## config.mk

```make
export PLATFORM = sky130hd
export DESIGN_NAME = player_motion
export DESIGN_NICKNAME = d
export VERILOG_FILES = /design/src/rtl/player_motion.sv
export SDC_FILE = /design/constraint.sdc
export NUM_CORES = 1
export LEC_CHECK = 0
export ABC_AREA = 1
export BUFFER_PORTS_ARGS = -buffer_cell sky130_fd_sc_hd__buf_2
export CORE_ASPECT_RATIO = 1.25
export CORE_MARGIN = 3
export CORE_UTILIZATION = 55
export DETAILED_ROUTE_END_ITERATION = 8
export GPL_TIMING_DRIVEN = 0
export PLACE_DENSITY = 0.78
export SLEW_MARGIN = 10
export SYNTH_ARGS = -nofsm -noshare
export SYNTH_HDL_FRONTEND = slang
export SYNTH_SLANG_ARGS = --single-unit
export TNS_END_PERCENT = 50
```

## constraint.sdc

```tcl
create_clock -name clk -period 4.45 [get_ports clk]
set_clock_uncertainty 0.05 [all_clocks]
set_input_delay 0.89 -clock clk [delete_from_list [all_inputs] [get_ports clk]]
set_output_delay 0.89 -clock clk [all_outputs]
set_load 0.1 [all_outputs]
```

## src/rtl/player_motion.sv

```systemverilog
// Motion and walk-cycle animation controller for the blue player sprite.
// All architectural state advances only on the one-cycle frame tick.
module player_motion #(
  parameter int unsigned X_INIT    = 0,
  parameter int unsigned X_MAX     = 593,
  parameter int unsigned FLOOR_Y   = 360,
  parameter int unsigned WALK_STEP = 2,
  parameter int unsigned JUMP_VEL  = 12,
  parameter int unsigned GRAVITY   = 1,
  parameter int unsigned MAX_FALL  = 12,
  parameter int unsigned ANIM_DIV  = 4
) (
  input  logic       clk,
  input  logic       rstn,
  input  logic       tick,
  input  logic       btn_left,
  input  logic       btn_right,
  input  logic       btn_jump,
  output logic [9:0] x_pos,
  output logic [8:0] y_pos,
  output logic [2:0] anim_frame,
  output logic       facing,
  output logic [1:0] state
);

  localparam logic [1:0] StIdle = 2'd0;
  localparam logic [1:0] StWalk = 2'd1;
  localparam logic [1:0] StJump = 2'd2;
  localparam logic [1:0] StFall = 2'd3;

  localparam int unsigned CntW = $clog2(ANIM_DIV) + 1;

  localparam logic signed [10:0] StepS      = 11'(WALK_STEP);
  localparam logic signed [10:0] XMaxS      = 11'(X_MAX);
  localparam logic signed [10:0] FloorS     = 11'(FLOOR_Y);
  localparam logic signed [10:0] GravS      = 11'(GRAVITY);
  localparam logic signed [10:0] MaxFallNeg = -11'(MAX_FALL);
  localparam logic signed [5:0]  JumpVy     = 6'(JUMP_VEL);

  logic [9:0]        x_q, x_d;
  logic [8:0]        y_q, y_d;
  logic signed [5:0] vy_q, vy_d;
  logic [1:0]        state_q, state_d;
  logic [2:0]        frame_q, frame_d;
  logic              facing_q, facing_d;
  logic              jump_prev_q, jump_prev_d;
  logic              jump_pend_q, jump_pend_d;
  logic [CntW-1:0]   walk_cnt_q, walk_cnt_d;

  logic              jump_rise, jump_req;
  logic              dir_right, dir_left, moving;
  logic signed [10:0] x_s, x_new;
  logic signed [10:0] y_s, vy_s, cand, vy_dec;
  logic [1:0]        ground_state;

  always_comb begin
    jump_rise   = btn_jump & ~jump_prev_q;
    jump_req    = jump_pend_q | jump_rise;
    jump_prev_d = btn_jump;
    // A pending request lives only until the next tick, consumed or not.
    jump_pend_d = tick ? 1'b0 : (jump_pend_q | jump_rise);

    dir_right    = btn_right & ~btn_left;
    dir_left     = btn_left & ~btn_right;
    moving       = dir_right | dir_left;
    ground_state = moving ? StWalk : StIdle;

    x_s = {1'b0, x_q};
    if (dir_right) begin
      x_new = x_s + StepS;
    end else if (dir_left) begin
      x_new = x_s - StepS;
    end else begin
      x_new = x_s;
    end
    if (x_new < 11'sd0) begin
      x_new = 11'sd0;
    end else if (x_new > XMaxS) begin
      x_new = XMaxS;
    end

    y_s    = {2'b00, y_q};
    vy_s   = {{5{vy_q[5]}}, vy_q};
    cand   = y_s - vy_s;
    vy_dec = vy_s - GravS;
    if (vy_dec < MaxFallNeg) begin
      vy_dec = MaxFallNeg;
    end
  end

  always_comb begin
    x_d        = x_q;
    y_d        = y_q;
    vy_d       = vy_q;
    state_d    = state_q;
    facing_d   = facing_q;
    frame_d    = frame_q;
    walk_cnt_d = walk_cnt_q;

    if (tick) begin
      x_d = x_new[9:0];
      if (dir_right) begin
        facing_d = 1'b0;
      end else if (dir_left) begin
        facing_d = 1'b1;
      end

      if (!state_q[1]) begin
        if (jump_req) begin
          vy_d    = JumpVy;
          state_d = StJump;
        end else begin
          state_d = ground_state;
        end
      end else begin
        if (cand < 11'sd0) begin
          y_d     = 9'd0;
          vy_d    = 6'sd0;
          state_d = StFall;
        end else if ((vy_s <= 11'sd0) && (cand >= FloorS)) begin
          y_d     = FloorS[8:0];
          vy_d    = 6'sd0;
          state_d = ground_state;
        end else begin
          y_d  = cand[8:0];
          vy_d = vy_dec[5:0];
          if ((state_q == StJump) && (vy_dec <= 11'sd0)) begin
            state_d = StFall;
          end
        end
      end

      // Only a tick that stays in WALK advances the cycle; entry restarts at frame 0.
      if ((state_d == StWalk) && (state_q == StWalk)) begin
        if (walk_cnt_q == CntW'(ANIM_DIV - 1)) begin
          walk_cnt_d = '0;
          frame_d    = (frame_q == 3'd5) ? 3'd0 : frame_q + 3'd1;
        end else begin
          walk_cnt_d = walk_cnt_q + CntW'(1);
        end
      end else begin
        walk_cnt_d = '0;
        unique case (state_d)
          StJump:  frame_d = 3'd3;
          StFall:  frame_d = 3'd4;
          default: frame_d = 3'd0;
        endcase
      end
    end
  end

  always_ff @(posedge clk or negedge rstn) begin
    if (!rstn) begin
      x_q         <= 10'(X_INIT);
      y_q         <= 9'(FLOOR_Y);
      vy_q        <= 6'sd0;
      state_q     <= StIdle;
      frame_q     <= 3'd0;
      facing_q    <= 1'b0;
      jump_prev_q <= 1'b0;
      jump_pend_q <= 1'b0;
      walk_cnt_q  <= '0;
    end else begin
      x_q         <= x_d;
      y_q         <= y_d;
      vy_q        <= vy_d;
      state_q     <= state_d;
      frame_q     <= frame_d;
      facing_q    <= facing_d;
      jump_prev_q <= jump_prev_d;
      jump_pend_q <= jump_pend_d;
      walk_cnt_q  <= walk_cnt_d;
    end
  end

  assign x_pos      = x_q;
  assign y_pos      = y_q;
  assign anim_frame = frame_q;
  assign facing     = facing_q;
  assign state      = state_q;

endmodule

```

==> metrics.md <==
| Metric | Value |
|---|---|
| Full die area | `between 5000 and 6000 µm²` |
| CP Cell Sequence | `inv_1 > ha_1 > a21oi_1 > o21ai_0 > nand2_1 > nand3_1 > nand2_1 > nand2_1 > nor2_1 > inv_1 > o31ai_1` |
| Setup TNS | `0 ns` |
| ANT cells | `0` |
| Worst EP arrival | `2.90 ns` |
| Worst Setup Start Kind | `register` |
| Area after DPL | `~2900 µm²` |
| Hold-fix buffers, CTS | `0` |
| Initial antenna violation count | `0` |
| Worst EP required | `4.61 ns` |
| Met3 Use GR | `slightly below 5%` |
| Upper clock frequency limit | `0.365 GHz` |
| Die extent in y | `83.9 µm` |
| Max-cap violations | `0` |
| Largest net degree at the start of global routing | `37` |
| Commonest non-fill, non-tap cell in the layout | `nand2_1` |
| Vias per inst | `5.44` |
| Routed Antenna Nets | `0` |
| Wire per inst | `12.9 µm` |
| Slew HR | `between 40 and 50%` |
| Synthesized area | `2670 µm²` |
| Iteration-0 DRC Markers | `approximately 120` |
| Initial Util | `58.6%` |
| Std-Cell Rows | `27` |
| Core Region | `4560 µm²` |
| RSZ-0062 raised after global routing | `no` |
| Final count of pins violating max slew | `0` |
| Clk Latency, worst-skew pair | `0.30 ns` |
| Die extent in x | `68.3 µm` |
| GR peak layer | `met2` |
| Seq/Total Area, Yosys | `33.9%` |
| Crit path capture type | `register` |
| Syn_nets | `406` |
| Grt met1 use | `a little over a quarter` |
| Distinct cells, synth | `36` |
| RePlAce Congestion | `between 0.9 and 1` |
| Postcts setup bufs | `0` |
| First-pass DRT Iterations | `4` |
| Synth warn | `0` |
| Final period util | `61.6%` |
| DP HPWL | `4670 µm` |
| Met2 Track Usage GR | `41.9%` |
| Final Hold Viols | `0` |
| Total GRT Usage | `23.3%` |
| Worst hold path startpoint | `y_pos[6]$_DFFE_PN1P_` |
| CTS root buf | `clkbuf_8` |
| Mapped Cells | `382` |
| Final instance area | `2980 µm²` |
| Vias | `2,598` |
| Global-route wire length before repair | `10,500 µm` |
| TritonCTS Buffers | `5` |
| Layout cells sized above 1 | `14.0%` |
| Vias in the first global route | `2,492` |
| Crit. Startpoint | `vy_q[5]$_DFFE_PN0P_` |
| CP most frequent cell | `nand2_1` |
| CTS tree | `built` |
| Reg clk slew, reported paths | `around 0.080 ns` |
| Post-Route WL | `6170 µm` |
| Final count of negative-setup-slack endpoints | `0` |
| Synth Register Bits | `36` |
| Commonest non-fill, non-tap cells in the layout | `nand2_1 (103), inv_1 (57), nor2_1 (39), dfrtp_1 (32), buf_2 (31)` |
| Clock sink total | `36` |
| Port Buf Inserts | `30` |
| Worst hold-check path type | `register to register` |
| Mapped Avg Cell Area | `approximately 7.0 µm²` |
| Htree depth | `2` |
| Max clock buf depth | `2` |
| Final min period | `2.74 ns` |
| Outcome | `finished clean` |
| DRC viols | `0` |
| Reg2reg start | `vy_q[5]$_DFFE_PN0P_` |
| Setup CP Type | `register to register` |
| Delay of the slowest critical-path stage | `between 0.4 and 0.5 ns` |
| CTS resizes | `0` |
| Nets@finish | `443` |
| Global route overflow | `0` |
| Worst-Margin Slew | `0.826 ns` |
| CP max stage cell | `nor2_1` |
| Area growth syn-to-layout | `11.6%` |
| Crit path max fanout | `9` |
| Boundary Pins | `31` |
## worst paths after layout
check / end / slack (ns) / cells after the start
setup / recovery: y_pos[4]$_DFFE_PN0P_ / 1.71 / 11
hold / removal: y_pos[6]$_DFFE_PN1P_ / 0.43 / 2
setup reg to reg: y_pos[4]$_DFFE_PN0P_ / 1.71 / 11
hold reg to reg: y_pos[6]$_DFFE_PN1P_ / 0.43 / 2
max in group asynchronous: x_pos[1]$_DFFE_PN0P_ / 3.18 / 1
min in group asynchronous: y_pos[4]$_DFFE_PN0P_ / 0.63 / 1
## through the flow
| stage | cells | hold WS, ns | setup WS [ns] | utilization, % |
|---|---|---|---|---|
| floorplan | 382 | 0.400 | 1.63 | - |
| CTS | 478 | 0.440 | 1.71 | 65.4 |
| finish | 478 | 0.433 | 1.71 | 65.4 |
| global placement | 470 | 0.420 | 1.65 | 63.5 |
| detailed placement | 470 | 0.426 | 1.61 | 63.5 |
| global route | 478 | 0.474 | 1.35 | 65.4 |
## per-layer routing
metal  part of all wire, %  vias to the layer above
li1                      -                     1315
met1                    42                     1212
met2                    52                       59
met3                   4.0                       12
met4                   1.9                        0
met5                     0                        -
## flip-flops by register name, indices dropped and copies added, names as in the netlist
signal,flops
anim_frame,3
facing,1
jump_pend_q,1
jump_prev_q,1
state,2
vy_q,6
walk_cnt_q,3
x_pos,10
y_pos,9
## critical path: cells and delay by family (launching register included)
family	cells	cell delay [ns]
adders and majority gates	1	0.35
buffers and inverters	2	0.38
and+or+nand+nor	5	0.80
AOI/OAI and AO/OA	3	0.66
DFF	1	0.43
## cells in the mapped netlist, drive strengths merged
| library cell | count | area [µm²] |
|---|---|---|
| a21oi | 21 | 105 |
| a211oi | 1 | 7.51 |
| nand3b | 2 | 15.0 |
| nand3 | 27 | 140 |
| nor2 | 42 | 165 |
| a32o | 2 | 20.0 |
| dfstp | 4 | 105 |
| inv | 58 | 218 |
| o31ai | 2 | 28.8 |
| o21ai | 26 | 145 |
| buf | 2 | 12.5 |
| o211ai | 2 | 15.0 |
| a31oi | 3 | 18.8 |
| fa | 1 | 20.0 |
| nor3 | 7 | 35.0 |
| dlygate4sd1 | 1 | 8.76 |
| dfrtp | 32 | 801 |
| o22ai | 3 | 18.8 |
| xnor2 | 1 | 8.76 |
| xor2 | 8 | 70.1 |
| or2 | 2 | 12.5 |
| ha | 17 | 213 |
| nand4 | 8 | 50.1 |
| o2111ai | 1 | 8.76 |
| clkbuf | 2 | 7.51 |
| nand2 | 107 | 422 |
## cell families (layout without fill, tap and decap cells)
kind of cell	count (synthesis)	after routing	share of synthesized area [%]
AO/OA/AOI/OAI	61	61	13.8
AND/OR/NAND/NOR	195	195	31.4
XOR/XNOR	9	9	2.95
flip-flops	36	36	33.9
adder cells (fa/ha/maj)	18	18	8.71
buffers and inverters	63	101	9.23
## final cells by class
type | count | area (µm²)
Tap cell | 58 | 72.6
Timing Repair Buffer | 30 | 150
Inverter | 58 | 218
Clock buffer | 5 | 68.8
Clock inverter | 3 | 18.8
Buffer | 5 | 28.8
Sequential cell | 36 | 906
Fill cell | 410 | 1580
Multi-Input combinational cell | 283 | 1520
Power is left out: the tool's default activity adds up to more than one toggle a clock period on the data nets, which glitch-free logic cannot reach.
